--- config.mk ---
export PLATFORM = sky130hd
export DESIGN_NAME = boreal_boot_seq_flat
export DESIGN_NICKNAME = d
export VERILOG_FILES = /design/src/rtl/boreal_boot_seq_if.sv /design/src/rtl/boreal_boot_seq.sv /design/src/flat_wrapper.sv
export SDC_FILE = /design/constraint.sdc
export NUM_CORES = 1
export LEC_CHECK = 0
export CORE_ASPECT_RATIO = 1.2
export CORE_MARGIN = 5
export CORE_UTILIZATION = 40
export DETAILED_ROUTE_END_ITERATION = 6
export PLACE_DENSITY = 0.7
export SLEW_MARGIN = 20
export SYNTH_ARGS = -nofsm -noshare
export SYNTH_HDL_FRONTEND = slang
export SYNTH_SLANG_ARGS = --single-unit
--- constraint.sdc ---
create_clock -name clk -period 7.1 [get_ports clk]
set_clock_uncertainty 0.05 [all_clocks]
set_input_delay 1.42 -clock clk [delete_from_list [all_inputs] [get_ports clk]]
set_output_delay 1.42 -clock clk [all_outputs]
set_load 0.03 [all_outputs]
--- src/rtl/boreal_boot_seq_if.sv ---
// Boot-memory read port for the secure-boot sequencer: a single req/ack word read,
// where rdata is valid in the same cycle as ack.
interface boreal_boot_seq_if #(
  parameter int DATA_W = 32,
  parameter int ADDR_W = 32
);
  logic              mem_req;
  logic [ADDR_W-1:0] mem_addr;
  logic [DATA_W-1:0] mem_rdata;
  logic              mem_ack;

  modport master (output mem_req, mem_addr, input mem_rdata, mem_ack);
  modport slave  (input mem_req, mem_addr, output mem_rdata, mem_ack);
endinterface

--- src/rtl/boreal_boot_seq.sv ---
// Multi-image secure-boot sequencer: fetches each image, folds it into a rotate-xor digest,
// and checks it against a fuse digest and an anti-rollback version floor.
module boreal_boot_seq #(
  parameter int                NUM_IMAGES      = 2,
  parameter int                WORDS_PER_IMAGE = 4,
  parameter int                DATA_W          = 32,
  parameter int                ADDR_W          = 32,
  parameter logic [ADDR_W-1:0] BASE_ADDR       = '0,
  parameter int                ACK_TIMEOUT     = 16,
  parameter bit                STOP_ON_FAIL    = 1'b0,
  parameter logic [31:0]       HASH_INIT       = 32'h6A09E667,
  localparam int               IMG_W           = (NUM_IMAGES > 1) ? $clog2(NUM_IMAGES) : 1
) (
  input  logic                         clk,
  input  logic                         rst,
  input  logic                         start,
  boreal_boot_seq_if.master            mem,
  input  logic [NUM_IMAGES*DATA_W-1:0] fuse_hash,
  input  logic [DATA_W-1:0]            fuse_min_version,
  output logic                         busy,
  output logic                         done,
  output logic                         pass,
  output logic [NUM_IMAGES-1:0]        img_pass,
  output logic [1:0]                   fail_code,
  output logic [DATA_W-1:0]            digest_out,
  output logic [IMG_W-1:0]             cur_image
);

  localparam int WRD_W = $clog2(WORDS_PER_IMAGE + 1);
  localparam int TO_W  = $clog2(ACK_TIMEOUT + 1);
  localparam logic [ADDR_W-1:0] WORD_INC = ADDR_W'(DATA_W / 8);
  localparam logic [ADDR_W-1:0] IMG_INC  = ADDR_W'(WORDS_PER_IMAGE * (DATA_W / 8));
  localparam logic [DATA_W-1:0] H_SEED   = DATA_W'(HASH_INIT);

  localparam logic [1:0] FC_NONE    = 2'd0;
  localparam logic [1:0] FC_HASH    = 2'd1;
  localparam logic [1:0] FC_ROLL    = 2'd2;
  localparam logic [1:0] FC_TIMEOUT = 2'd3;

  typedef enum logic [2:0] {IDLE, FETCH, CHECK, NEXT, DONE} state_t;

  state_t            state;
  logic [WRD_W-1:0]  word_idx;
  logic [TO_W-1:0]   to_cnt;
  logic [ADDR_W-1:0] img_base;
  logic              img_fail;
  logic [DATA_W-1:0] h;
  logic [DATA_W-1:0] version;
  logic [DATA_W-1:0] slot;
  logic              hash_ok;
  logic              ver_ok;
  logic              last_word;
  logic              last_img;

  function automatic logic [DATA_W-1:0] rotl5(input logic [DATA_W-1:0] x);
    return {x[DATA_W-6:0], x[DATA_W-1:DATA_W-5]};
  endfunction

  always_comb begin
    slot = '0;
    for (int i = 0; i < NUM_IMAGES; i++)
      if (cur_image == IMG_W'(i)) slot = fuse_hash[i*DATA_W +: DATA_W];
  end

  // An all-zero fuse slot means the image digest is not provisioned and is not enforced.
  assign hash_ok   = (slot == '0) || (h == slot);
  assign ver_ok    = (version >= fuse_min_version);
  assign last_word = (word_idx == WRD_W'(WORDS_PER_IMAGE - 1));
  assign last_img  = (cur_image == IMG_W'(NUM_IMAGES - 1));

  always_ff @(posedge clk) begin
    if (rst) begin
      state        <= IDLE;
      mem.mem_req  <= 1'b0;
      mem.mem_addr <= '0;
      busy         <= 1'b0;
      done         <= 1'b0;
      pass         <= 1'b0;
      img_pass     <= '0;
      fail_code    <= FC_NONE;
      digest_out   <= '0;
      cur_image    <= '0;
      word_idx     <= '0;
      to_cnt       <= '0;
      img_base     <= '0;
      img_fail     <= 1'b0;
    end else begin
      case (state)
        IDLE, DONE: begin
          if (start) begin
            state        <= FETCH;
            mem.mem_req  <= 1'b1;
            mem.mem_addr <= BASE_ADDR;
            img_base     <= BASE_ADDR;
            busy         <= 1'b1;
            done         <= 1'b0;
            pass         <= 1'b0;
            img_pass     <= '0;
            fail_code    <= FC_NONE;
            digest_out   <= '0;
            cur_image    <= '0;
            word_idx     <= '0;
            to_cnt       <= '0;
            img_fail     <= 1'b0;
            h            <= H_SEED;
          end
        end

        FETCH: begin
          if (mem.mem_ack) begin
            h            <= rotl5(h) ^ mem.mem_rdata;
            if (word_idx == '0) version <= mem.mem_rdata;
            to_cnt       <= '0;
            word_idx     <= word_idx + WRD_W'(1);
            mem.mem_addr <= mem.mem_addr + WORD_INC;
            if (last_word) begin
              state       <= CHECK;
              mem.mem_req <= 1'b0;
            end
          end else if (to_cnt == TO_W'(ACK_TIMEOUT - 1)) begin
            // Timed-out image is failed without touching digest_out.
            state               <= NEXT;
            mem.mem_req         <= 1'b0;
            to_cnt              <= '0;
            img_fail            <= 1'b1;
            img_pass[cur_image] <= 1'b0;
            if (fail_code == FC_NONE) fail_code <= FC_TIMEOUT;
          end else begin
            to_cnt <= to_cnt + TO_W'(1);
          end
        end

        CHECK: begin
          state               <= NEXT;
          digest_out          <= h;
          img_pass[cur_image] <= hash_ok && ver_ok;
          img_fail            <= !(hash_ok && ver_ok);
          if (fail_code == FC_NONE && !(hash_ok && ver_ok))
            fail_code <= hash_ok ? FC_ROLL : FC_HASH;
        end

        NEXT: begin
          if ((img_fail && STOP_ON_FAIL) || last_img) begin
            state <= DONE;
            busy  <= 1'b0;
            done  <= 1'b1;
            pass  <= &img_pass;
          end else begin
            state        <= FETCH;
            cur_image    <= cur_image + IMG_W'(1);
            word_idx     <= '0;
            to_cnt       <= '0;
            img_fail     <= 1'b0;
            h            <= H_SEED;
            img_base     <= img_base + IMG_INC;
            mem.mem_addr <= img_base + IMG_INC;
            mem.mem_req  <= 1'b1;
          end
        end

        default: state <= IDLE;
      endcase
    end
  end

endmodule

--- src/flat_wrapper.sv ---
// flat-port wrapper written by rule: the top's interface ports become plain ports
module boreal_boot_seq_flat 
#(
  parameter int                NUM_IMAGES      = 2,
  parameter int                WORDS_PER_IMAGE = 4,
  parameter int                DATA_W          = 32,
  parameter int                ADDR_W          = 32,
  parameter logic [ADDR_W-1:0] BASE_ADDR       = '0,
  parameter int                ACK_TIMEOUT     = 16,
  parameter bit                STOP_ON_FAIL    = 1'b0,
  parameter logic [31:0]       HASH_INIT       = 32'h6A09E667,
  localparam int               IMG_W           = (NUM_IMAGES > 1) ? $clog2(NUM_IMAGES) : 1
)
  (clk, rst, start, fuse_hash, fuse_min_version, busy, done, pass, img_pass, fail_code, digest_out, cur_image, mem_mem_req, mem_mem_addr, mem_mem_rdata, mem_mem_ack);
  boreal_boot_seq_if #(.DATA_W(DATA_W), .ADDR_W(ADDR_W)) mem_i ();
  input  logic clk;
  input  logic rst;
  input  logic start;
  input  logic [NUM_IMAGES*DATA_W-1:0] fuse_hash;
  input  logic [DATA_W-1:0] fuse_min_version;
  output logic busy;
  output logic done;
  output logic pass;
  output logic [NUM_IMAGES-1:0] img_pass;
  output logic [1:0] fail_code;
  output logic [DATA_W-1:0] digest_out;
  output logic [IMG_W-1:0] cur_image;
  output wire logic [$bits(mem_i.mem_req)-1:0] mem_mem_req;
  output wire logic [$bits(mem_i.mem_addr)-1:0] mem_mem_addr;
  input wire logic [$bits(mem_i.mem_rdata)-1:0] mem_mem_rdata;
  input wire logic [$bits(mem_i.mem_ack)-1:0] mem_mem_ack;
  assign mem_mem_req = mem_i.mem_req;
  assign mem_mem_addr = mem_i.mem_addr;
  assign mem_i.mem_rdata = mem_mem_rdata;
  assign mem_i.mem_ack = mem_mem_ack;
  boreal_boot_seq #(.NUM_IMAGES(NUM_IMAGES), .WORDS_PER_IMAGE(WORDS_PER_IMAGE), .DATA_W(DATA_W), .ADDR_W(ADDR_W), .BASE_ADDR(BASE_ADDR), .ACK_TIMEOUT(ACK_TIMEOUT), .STOP_ON_FAIL(STOP_ON_FAIL), .HASH_INIT(HASH_INIT)) u_core (.clk(clk), .rst(rst), .start(start), .mem(mem_i), .fuse_hash(fuse_hash), .fuse_min_version(fuse_min_version), .busy(busy), .done(done), .pass(pass), .img_pass(img_pass), .fail_code(fail_code), .digest_out(digest_out), .cur_image(cur_image));
endmodule
# Word-level counts from Yosys, hierarchy flattened
# Cells that the tools add are included.
# Widths: inputs -> output; s select.
# totals
ff_bits	180
latchBits	0
ram_bits	0
romBits	0
inputBits	132
output_inout_bits	73
elab_cells	125
memories	0
# op_classes
addsub	5
multipliers	0
div	0
n_lt_le_gt_ge	3
n_eq_ne	17
shifts	0
mux	54
bitwise_logic	4
reduce_logical	27
# ops
cell	n
$mux 32	7
$pmux 32 s3	2
$pmux 32 s2	2
$add 32x3->32 const B	1
$add 32x5->32 const B	1
$eq 32x32->1	1
$ge 32x32->1	1
$logic_not 32->1	1
$xor 32x32->32	1
$mux 3	8
$mux 5	4
$mux 2	8
$pmux 5 s3	1
$pmux 2 s3	2
$pmux 3 s4	1
$reduce_and 3->1	4
$reduce_and 4->1	3
$mux 1	11
$reduce_and 5->1	2
$eq 3x2->1 const B	3
$pmux 3 s3	1
$ne 2x1->1 const B	4
$ne 2x2->1 const B	4
$pmux 1 s2	4
25 further kinds	33

# Depth between registers and ports, before layout
# depth
ltp_word	9
depth_mapped	10
ltp_nobuf	9

# Worst setup path before layout
# No wires, ideal clock.
# synth_timing
kind	input port to flip-flop
startpoint	in mem_mem_ack
endpoint	reg u_core.version[0], enable pin
setup_time_ps	513
arrival_ps	5224
required_time_ps	6537
slack_ps	1313
cell_stages	3
n_path_buf	1
cell_sequence	clkbuf_1 -> nand2_1 -> nor4b_1
# synth_via
elab_chain_len	1
# synth_rtl
item	line	rtl
start: declaration	flat_wrapper.sv:31	input wire logic [$bits(mem_i.mem_ack)-1:0] mem_mem_ack;
$reduce_and 4->1 (no source line)	--	
end signal: assignment	boreal_boot_seq.sv:112	if (word_idx == '0) version <= mem.mem_rdata;
end: declaration	boreal_boot_seq.sv:48	logic [DATA_W-1:0] version;
# Every way passes these cells.
# A chain may end at the register's enable or synchronous reset.

# Worst setup path in the final report
# layout_timing
startpoint	reg u_core.cur_image
endpoint	out cur_image
# layout_rtl
item	line	rtl
start: declaration	boreal_boot_seq.sv:26	output logic [IMG_W-1:0] cur_image
start signal: assignment	boreal_boot_seq.sv:150	cur_image <= cur_image + IMG_W'(1);
end: declaration	flat_wrapper.sv:27	output logic [IMG_W-1:0] cur_image;
# No word-level cell between the ends.

==> impl_metrics.ini <==
[placement]
place_inst = 1526
dp_hpwl_um = 21600
io_buffers = 204
placed_cell_area_sq_um = 11700
gp_congestion = 0.842
pre_cts_slack_ns = 2.85

[detailed_routing]
post_drt_wl_per_cell_um = 18.8
ant_nets = 0
vias = 8494
routed_wirelength_um = 29300
drt_iter0_markers = 505
drc = 0
drt-pass1-iter-count = 5
routed_via_density = 5.45

[timing]
max_slew_margin = 0.392
rsz0062_at_grt = no
maxSlewViolCount = 0
fmax_mhz = 278
hold_violations = 0
worst_pin_slew_ns = 0.910
setup_viol = 0
finalCriticalPeriod_ns = 3.59
period_share = 0.506
fin_ws_ns = 3.51
setup_tns_ns = 0
timing.hold.ws_ns = 0.422

[synthesis]
ys_seq_elements = 175
syn_area_sq_um = 9470
yosysTopAreaCellShare = 0.235
syn_inst = 1053
yosysTopAreaCell = dfxtp_1
netlist-cell-type-count = 68
yosysMostFrequentCell = nor2_1
yosysWarnings = 0
synth_nets = 1223
syn_avg_cell_area_sq_um = 9.00
synthFlopType = dfxtp_1
synthArstFlopShare = 0
ys_seq_area_frac = 0.437
synth_edf_count = 64
synth.top_cells.by_area = dfxtp_1 23%, edfxtp_1 20%, xnor2_1 7.1%, ha_1 5.0%, nor2_1 5.0%
yosys-top-cells-count = 125 x nor2_1, 111 x dfxtp_1, 106 x nand2_1

[global_route]
antenna_found_initial = 0
grt_start_max_net_pins = 62
grt_pass1_vias = 8195
grt_pass1_wl_um = 44000
track_usage = 0.211
overflow = 0

[hold_path]
hold_path.class = register to register
min-delay-start = u_core.img_base[31]
hold_depth = 2
holdPathEnd = u_core.img_base[31]

[floorplan]
rows = 61
die_w_um = 150
io_pins = 205
die_area_sq_um = 26900
core_area_sq_um = 23300
fp.dieH_um = 179
start_util = 0.407

[worst_setup_path]
r2r_start = u_core.state[0]
critPathRequiredTime_ns = 5.63
cp-start-kind = register
crit_type = register to output pin
reg2reg_depth = 6
path_max_fanout = 49
cp.arrival_ns = 2.12
reg2reg_slack_ns = 4.00
cp-end-kind = output pin
crit_start = u_core.cur_image
r2r-end = u_core.img_base[6]

[clocking]
cts_sinks = 175
cts_hold_buf = 0
htreeDepth = 4
cts.path.max_buffers = 2
cts_tree = done
clk_pin_slew_ns = 0.06
postCtsSetupBuffers = 0
cts_root_buf = clkbuf_16
cts_buffers = 17
post_cts_resized = 0
clk_latency_ns = 0.43

[pwr]
internal_power_mw = 1.74
p_per_area_nw_per_um2 = 201
pwr-share-clk = 0.359
switching_share = 0.296
leakagePower_nw = 4.22
peakVddDrop_v = 0.000176
switchingPower_mw = 0.733
seqPwrFrac = 0.457
p_comb_frac = 0.184

[layout]
fin_area_sq_um = 12300
fin_nets = 1400
num_antenna_cells = 0
drive_above_1_share = 0.0539
fin_cells = 1558
area_growth_pct = 29.8
fillers = 2150

[job]
drv_cap = 0

[run_status]
status = completed
-- power groups by stage --
stage / registers (mW) / clock network, mW / logic (mW)
after floorplan: 1.17 / 0 / 0.236
after global placement: 1.15 / 0 / 0.450
after detailed placement: 1.15 / 0 / 0.454
after CTS: 1.13 / 0.909 / 0.458
after global routing: 1.14 / 0.943 / 0.493
final: 1.13 / 0.891 / 0.456
-- how the worst max path moves through the flow --
| stage | end | slack, ns |
|---|---|---|
| after global placement | u_core.h[1] | 2.89 |
| after detailed placement | u_core.h[1] | 2.85 |
| final | cur_image | 3.51 |
| after CTS | u_core.h[9] | 3.29 |
| after floorplan | u_core.version[0] | 1.31 |
| after global routing | u_core.fail_code[1] | 3.39 |
-- layout make-up --
| type | count | area, sq um | area share |
|---|---|---|---|
| tap | 315 | 394 | 0.0320 |
| multi-input combinational | 780 | 4940 | 0.402 |
| clock inverter | 14 | 124 | 0.0101 |
| sequential | 175 | 4150 | 0.337 |
| clock buffer | 18 | 429 | 0.0349 |
| inverter | 43 | 161 | 0.0131 |
| timing repair buffer | 213 | 2110 | 0.171 |
-- critical path, cell delays in order (launching register included) --
cell and delay, ns:
dfxtp_2 0.31, buf_4 0.55, clkdlybuf4s50_1 0.80
-- kinds of logic (layout without fill, tap and decap cells) --
family | count (synthesis) | count (layout) | synth area share
AND/OR/NAND/NOR | 390 | 390 | 0.204
AO/OA/AOI/OAI | 227 | 227 | 0.142
flip-flops | 175 | 175 | 0.437
adder cells (fa/ha/maj) | 38 | 38 | 0.0502
buffers and inverters | 98 | 288 | 0.0450
XOR/XNOR | 90 | 90 | 0.0832
multiplexers | 35 | 35 | 0.0375
-- cells in the final DEF (no fill, tap or decap), types with 6 or more instances in the layout --
cell type        count
a211oi_1             6
nor2_1             121
o21ai_0             57
and3_1              10
ha_1                38
xor2_1              13
a31oi_1             11
nand4_1             18
or3_1                6
xnor2_1             77
a21oi_1             88
a22oi_1             42
and4_1              10
inv_1               43
nor3_1              24
edfxtp_1            64
buf_4               10
nand3_1             22
clkbuf_16           17
nor4_1              24
and2_1              14
nand2_1            106
clkdlybuf4s50_1    203
mux2i_1             33
dfxtp_1            110
-- metal layers --
metal  track usage  wire length [um]  share of wire  vias up
met2         0.385             14800           0.51      301
li1              -                 -              -     4113
met5             0                 0              0        -
met4        0.0523               466          0.016        0
met3        0.0463              2370          0.081       29
met1         0.249             11600           0.40     4051
-- flip-flops by register name, indices dropped and copies added (netlist names), 3 cells and up --
signal               cells
u_core.h                32
u_core.to_cnt            5
u_core.version          32
u_core.digest_out       32
u_core.state             3
u_core.img_base         28
u_core.word_idx          3
u_core.mem.mem_addr     31
-- stage by stage --
step	power (mW)	util
after floorplan	1.40	-
after global placement	1.60	0.504
after detailed placement	1.61	0.504
after CTS	2.50	0.528
after global routing	2.57	0.528
final	2.48	0.528
(Power assumes the default switching activity.)
